$ cat config.mk
export PLATFORM = sky130hd
export DESIGN_NAME = rt_fifo_arb
export DESIGN_NICKNAME = d
export VERILOG_FILES = /design/src/rtl/rt_fifo_pkg.sv /design/src/rtl/rt_fifo_ram.sv /design/src/rtl/rt_fifo_arb.sv
export SDC_FILE = /design/constraint.sdc
export NUM_CORES = 1
export LEC_CHECK = 0
export BUFFER_PORTS_ARGS = -buffer_cell sky130_fd_sc_hd__buf_2
export CAP_MARGIN = 0
export CORE_ASPECT_RATIO = 2
export CORE_MARGIN = 8
export CORE_UTILIZATION = 35
export CTS_CLUSTER_DIAMETER = 120
export DETAILED_ROUTE_END_ITERATION = 7
export PLACE_DENSITY = 0.5
export SLEW_MARGIN = 20
export SYNTH_ARGS = -nofsm -noshare
export SYNTH_HDL_FRONTEND = slang
export SYNTH_SLANG_ARGS = --single-unit
$ cat constraint.sdc
create_clock -name Clk -period 2.73 [get_ports Clk]
set_input_delay 0 -clock Clk [delete_from_list [all_inputs] [get_ports Clk]]
set_output_delay 0 -clock Clk [all_outputs]
set_load 0.005 [all_outputs]
$ cat src/rtl/rt_fifo_pkg.sv
// Shared types and constants for the dual Tx/Rx FIFO with a shared RAM.
// Holds the one-hot arbiter state encoding, FIFO select codes and data width.
package rt_fifo_pkg;

    localparam int DW = 8;

    localparam logic TF_SEL = 1'b0;
    localparam logic RF_SEL = 1'b1;

    typedef enum logic [3:0] {
        IDLE = 4'b1000,
        WR   = 4'b0100,
        RD   = 4'b0010,
        LD   = 4'b0001
    } state_t;

endpackage

$ cat src/rtl/rt_fifo_ram.sv
// Shared storage for both FIFOs: 2^AW x DW, synchronous write, async read.
// Ports: Clk; we/wa/wd write port; ra address in, rd data out (combinational).
module rt_fifo_ram
    import rt_fifo_pkg::*;
#(
    parameter int AW = 3
) (
    input  logic          Clk,
    input  logic          we,
    input  logic [AW-1:0] wa,
    input  logic [DW-1:0] wd,
    input  logic [AW-1:0] ra,
    output logic [DW-1:0] rd
);

    logic [DW-1:0] mem [2**AW];

    always_ff @(posedge Clk) begin
        if (we) mem[wa] <= wd;
    end

    assign rd = mem[ra];

endmodule

$ cat src/rtl/rt_fifo_arb.sv
// Dual 8-bit FIFO (Tx TF / Rx RF) sharing one RAM through a one-hot arbiter.
// Ports: Clk, Rst (sync, active high); per FIFO: x_Rst clear, x_Wr/x_Rd strobes,
// x_FF/x_EF flags, TDI/RDI write data, TDO/RDO registered head word.
// Optional RTFIFO_ERR_EN adds sticky TF_Err/RF_Err for illegal strobes.
module rt_fifo_arb
    import rt_fifo_pkg::*;
#(
    parameter int pRTFIFO_Bits = 2
) (
    input  logic          Clk,
    input  logic          Rst,
    input  logic          TF_Rst,
    input  logic          TF_Wr,
    input  logic          TF_Rd,
    output logic          TF_FF,
    output logic          TF_EF,
    input  logic [DW-1:0] TDI,
    output logic [DW-1:0] TDO,
    input  logic          RF_Rst,
    input  logic          RF_Wr,
    input  logic          RF_Rd,
    output logic          RF_FF,
    output logic          RF_EF,
    input  logic [DW-1:0] RDI,
    output logic [DW-1:0] RDO
`ifdef RTFIFO_ERR_EN
    ,
    output logic          TF_Err,
    output logic          RF_Err
`endif
);

    localparam int N = pRTFIFO_Bits;
    localparam logic [N:0] FULL_X = {1'b1, {N{1'b0}}};

    state_t        CS, NS;
    logic          sel, sel_nxt;

    logic [N:0]    tf_wp, tf_rp, rf_wp, rf_rp;
    logic          tf_wr_req, tf_rd_req, rf_wr_req, rf_rd_req;
    logic [DW-1:0] tf_wd, rf_wd;

    logic          Rst_WR_TF, Rst_WR_RF, Rst_RD_TF, Rst_RD_RF;
    logic          WE_TDO, WE_RDO;

    logic          ram_we;
    logic [N:0]    ram_wa, ram_ra;
    logic [DW-1:0] ram_wd, ram_rd;
    logic          cur_ef, abort;

    assign TF_EF = (tf_wp == tf_rp);
    assign RF_EF = (rf_wp == rf_rp);
    assign TF_FF = ((tf_wp ^ tf_rp) == FULL_X);
    assign RF_FF = ((rf_wp ^ rf_rp) == FULL_X);

    // RAM address is {fifo_sel, pointer LSBs}
    assign ram_wa = (sel == RF_SEL) ? {RF_SEL, rf_wp[N-1:0]}
                                    : {TF_SEL, tf_wp[N-1:0]};
    assign ram_ra = (sel == RF_SEL) ? {RF_SEL, rf_rp[N-1:0]}
                                    : {TF_SEL, tf_rp[N-1:0]};
    assign ram_wd = (sel == RF_SEL) ? rf_wd : tf_wd;
    assign cur_ef = (sel == RF_SEL) ? RF_EF : TF_EF;

    // A per-FIFO clear kills any operation in flight on that FIFO
    assign abort = (CS != IDLE) &&
                   ((sel == RF_SEL) ? RF_Rst : TF_Rst);

    rt_fifo_ram #(.AW(N + 1)) u_ram (
        .Clk (Clk),
        .we  (ram_we),
        .wa  (ram_wa),
        .wd  (ram_wd),
        .ra  (ram_ra),
        .rd  (ram_rd)
    );

    always_ff @(posedge Clk) begin
        if (Rst) begin
            CS  <= IDLE;
            sel <= TF_SEL;
        end else begin
            CS  <= NS;
            sel <= sel_nxt;
        end
    end

    always_comb begin
        NS        = CS;
        sel_nxt   = sel;
        ram_we    = 1'b0;
        Rst_WR_TF = 1'b0;
        Rst_WR_RF = 1'b0;
        Rst_RD_TF = 1'b0;
        Rst_RD_RF = 1'b0;
        WE_TDO    = 1'b0;
        WE_RDO    = 1'b0;
        if (abort) begin
            NS = IDLE;
        end else begin
            case (CS)
                IDLE: begin
                    // Requests being cleared this edge must not start service
                    if (rf_rd_req && !RF_Rst) begin
                        NS = RD; sel_nxt = RF_SEL;
                    end else if (tf_wr_req && !TF_Rst) begin
                        NS = WR; sel_nxt = TF_SEL;
                    end else if (tf_rd_req && !TF_Rst) begin
                        NS = RD; sel_nxt = TF_SEL;
                    end else if (rf_wr_req && !RF_Rst) begin
                        NS = WR; sel_nxt = RF_SEL;
                    end
                end
                WR: begin
                    ram_we = 1'b1;
                    if (sel == RF_SEL) Rst_WR_RF = 1'b1;
                    else               Rst_WR_TF = 1'b1;
                    // First word into an empty FIFO must reach the head reg
                    NS = cur_ef ? LD : IDLE;
                end
                RD: begin
                    if (sel == RF_SEL) Rst_RD_RF = 1'b1;
                    else               Rst_RD_TF = 1'b1;
                    NS = LD;
                end
                LD: begin
                    if (sel == RF_SEL) WE_RDO = 1'b1;
                    else               WE_TDO = 1'b1;
                    NS = IDLE;
                end
                default: NS = IDLE;
            endcase
        end
    end

    always_ff @(posedge Clk) begin
        if (Rst || TF_Rst) begin
            tf_wp     <= '0;
            tf_rp     <= '0;
            tf_wr_req <= 1'b0;
            tf_rd_req <= 1'b0;
            tf_wd     <= '0;
            TDO       <= '0;
        end else begin
            if (Rst_WR_TF) tf_wp <= tf_wp + 1'b1;
            if (Rst_RD_TF) tf_rp <= tf_rp + 1'b1;
            if (TF_Wr && !TF_FF) begin
                tf_wr_req <= 1'b1;
                tf_wd     <= TDI;
            end else if (Rst_WR_TF) begin
                tf_wr_req <= 1'b0;
            end
            if (TF_Rd && !TF_EF) tf_rd_req <= 1'b1;
            else if (Rst_RD_TF)  tf_rd_req <= 1'b0;
            if (WE_TDO) TDO <= ram_rd;
        end
    end

    always_ff @(posedge Clk) begin
        if (Rst || RF_Rst) begin
            rf_wp     <= '0;
            rf_rp     <= '0;
            rf_wr_req <= 1'b0;
            rf_rd_req <= 1'b0;
            rf_wd     <= '0;
            RDO       <= '0;
        end else begin
            if (Rst_WR_RF) rf_wp <= rf_wp + 1'b1;
            if (Rst_RD_RF) rf_rp <= rf_rp + 1'b1;
            if (RF_Wr && !RF_FF) begin
                rf_wr_req <= 1'b1;
                rf_wd     <= RDI;
            end else if (Rst_WR_RF) begin
                rf_wr_req <= 1'b0;
            end
            if (RF_Rd && !RF_EF) rf_rd_req <= 1'b1;
            else if (Rst_RD_RF)  rf_rd_req <= 1'b0;
            if (WE_RDO) RDO <= ram_rd;
        end
    end

`ifdef RTFIFO_ERR_EN
    always_ff @(posedge Clk) begin
        if (Rst || TF_Rst)
            TF_Err <= 1'b0;
        else if ((TF_Wr && TF_FF) || (TF_Rd && TF_EF))
            TF_Err <= 1'b1;
    end

    always_ff @(posedge Clk) begin
        if (Rst || RF_Rst)
            RF_Err <= 1'b0;
        else if ((RF_Wr && RF_FF) || (RF_Rd && RF_EF))
            RF_Err <= 1'b1;
    end
`else
    // Illegal strobes are simply not latched by the request logic above
`endif

endmodule

==> results_dict.tcl <==
set metrics [dict create \
    grt_busiest_layer "met2" \
    synth_edf_count 64 \
    first_global_vias 3790 \
    post_synth_num_cell_types 46 \
    yosys.area.top_type_share 0.3865 \
    design_area_mm2 0.006163 \
    drv_slew 0 \
    hold_viol 0 \
    nets 525 \
    syn_nets 454 \
    tightest_slew_ns 0.9670 \
    die_h_um 184.6 \
    synth.area.top_cells "edfxtp_1 39%, dfxtp_1 21%, nor2_1 4.3%" \
    met1_usage 0.1303 \
    synth_area_mm2 0.004972 \
    syn2layout_area_growth_pct 23.96 \
    ys_ff_latch 117 \
    tns_ns 0 \
    leakage_uw 0.002339 \
    wl_per_cell_um 19.34 \
    clk_transition_reported_paths_ns 0.06 \
    htree_levels 4 \
    dp_hpwl_mm 10.05 \
    maxCapViolCount 0 \
    cts_tree "done" \
    power_density_mw_per_mm2 665.5 \
    clkLatencyLatePin_ns 0.41 \
    maxSlewHeadroom 0.3523 \
    io_pins 44 \
    outcome "completed" \
    numPortBuffers 43 \
    place_congestion 0.8247 \
    post-route-drc-count 0 \
    track_usage 0.1542 \
    synth_area_leader_cell "edfxtp_1" \
    cp.arrival_ns 2.28 \
    critPathKind "reg2reg" \
    finalClockSkew_ns 0.008661 \
    ys_seq_area_frac 0.5999 \
    yosys_warnings 0 \
    drtAntennaViolNets 0 \
    firstDrtPassIters 4 \
    routed_wl_mm 13.52 \
    drt-initial-drc-count 168 \
    async_reset_ff_frac 0 \
    grt_overflow 0 \
    ir_drop_v 0.0004101 \
    finalSetupViolCount 0 \
    endpoint_kind "register" \
    crit_path_start_kind "register" \
    layout-drive-gt1-share 0.2157 \
    start_util 0.3580 \
    vias 3536 \
    cts_made_buffers 17 \
    hold_path.class "in2reg" \
    coreArea_mm2 0.01389 \
    cp_max_fo 15 \
    grt_max_degree 25 \
    dpl_cell_area_mm2 0.005415 \
    cts_sinks 117 \
    grtUsageMet2 0.2888 \
    finalCriticalPeriod_ns 2.164 \
    die_x_um 100.3 \
    n_antenna_cell 0 \
    antenna_found_initial 0 \
    yosysMostFrequentCell "edfxtp_1" \
    postSynthCellCount 426 \
    rrSetupSlack_ns 0.57 \
    met3_usage 0.04384 \
    cts_buffer_depth 2 \
    cts-root-buf "clkbuf_16" \
    avgSynthCellArea_um2 11.67 \
    die_area_mm2 0.01851 \
    grt_pass1_wl_mm 20.68 \
    fin_crit_sh 0.7925 \
    nFillCells 1374 \
    num_rows 61 \
    crit_required_ns 2.85 \
    fmax_mhz 462.2 \
    grt_setup_unrepaired "false" \
    via_per_inst 5.059 \
    synthFlopType "edfxtp_1" \
    synth_commonest_cells "64 x edfxtp_1, 57 x nor2_1, 53 x dfxtp_1, 31 x nand2_1, 27 x nand3_1" \
]
worst paths after layout:
| kind | from | endpoint | cells past startpoint |
|---|---|---|---|
| max reg2reg | sel$_SDFFE_PP0P_ | u_ram.mem[1][0]$_DFFE_PP_ | 4 |
| min reg2reg | TDO[1]$_SDFFE_PP0P_ | TDO[1]$_SDFFE_PP0P_ | 1 |
| min | TF_Rst | tf_rp[1]$_SDFFE_PP0P_ | 4 |
| max | sel$_SDFFE_PP0P_ | u_ram.mem[1][0]$_DFFE_PP_ | 4 |
state kept, by name (all words and copies together), names as in the netlist:
name,count
rf_wd,8
tf_wp,3
tf_wr_req,1
TDO,8
sel,1
rf_rd_req,1
RDO,8
CS,4
tf_wd,8
u_ram.mem,64
tf_rd_req,1
rf_wp,3
tf_rp,3
rf_rp,3
rf_wr_req,1
worst max-delay path, stage by stage, from the launching register on:
cell and delay, ns:
dfxtp_1 0.48, nor4_2 0.62, nand2_1 0.29, nor3b_1 0.27, buf_4 0.21
timing repair:
action	in CTS	in global routing
resized for setup	0	0
setup buffers	0	0
hold buffers	19	0
endpoints found under the hold margin	21	0
layout make-up:
cell class	instances	area [µm²]	share of cell area
inverters	8	30.03	0.004872
clock inverters	15	132.6	0.02152
repair buffers	73	488.0	0.07917
well taps	189	236.5	0.03837
multi-input cells	280	1868	0.3031
flip-flops and latches	117	2983	0.4840
clock buffers	17	425.4	0.06902
metrics by stage:
step | setup slack [ns] | utilization | total power [µW] | hold WS, ns | cells
3_3_place_gp | 0.6147 | 0.3898 | 2042 | 0.2318 | 648
5_1_grt | 0.3658 | 0.4437 | 4241 | 0.04606 | 699
4_1_cts | 0.5821 | 0.4437 | 4148 | 0.008909 | 699
6_report | 0.5664 | 0.4437 | 4102 | 0.01400 | 699
3_5_place_dp | 0.6102 | 0.3898 | 2044 | 0.2364 | 648
2_1_floorplan | 0.4889 | - | 1988 | 0.07615 | 426
cell usage in the layout, fill, tap and decap left out, types with 4 or more instances in the layout:
master | netlist | routed
mux2i_1 | 15 | 15
a21oi_1 | 11 | 11
mux4_2 | 4 | 4
dlygate4sd3_1 | 0 | 19
clkbuf_16 | 0 | 17
edfxtp_1 | 64 | 64
nand3_1 | 27 | 27
o22a_1 | 5 | 5
nor2b_1 | 9 | 9
xnor2_1 | 7 | 7
buf_2 | 7 | 43
xor2_1 | 9 | 9
o21ai_0 | 17 | 17
buf_4 | 1 | 11
o221ai_1 | 10 | 10
a22oi_1 | 5 | 5
nor2_1 | 57 | 57
dfxtp_1 | 53 | 53
mux2_2 | 10 | 10
nand2_1 | 31 | 31
nand2b_1 | 7 | 7
inv_1 | 8 | 8
clkinv_4 | 0 | 5
o21bai_1 | 6 | 6
a22o_1 | 4 | 4
a32o_1 | 8 | 8
nor3b_1 | 5 | 5
ha_1 | 4 | 4
power by group:
part	internal [µW]	switching, µW	total [µW]	leakage [µW]
combinational	67.6	86.3	154	0.00106
sequential	1860	11.6	1870	0.00101
clock	1250	821	2070	0.000269
metal layers:
metal	vias up	part of all wire
met5	-	0
met4	0	0.062
met3	37	0.038
met2	93	0.56
met1	1695	0.34
li1	1711	-
cell families after synthesis:
logic type	synth area share
xor gates and xnor gates	0.02818
muxes	0.07373
AOI/OAI and AO/OA	0.1132
buffers and inverters	0.02441
DFF	0.5999
adders and majority gates	0.01007
and+or+nand+nor	0.1505
(Power assumes the default switching activity.)
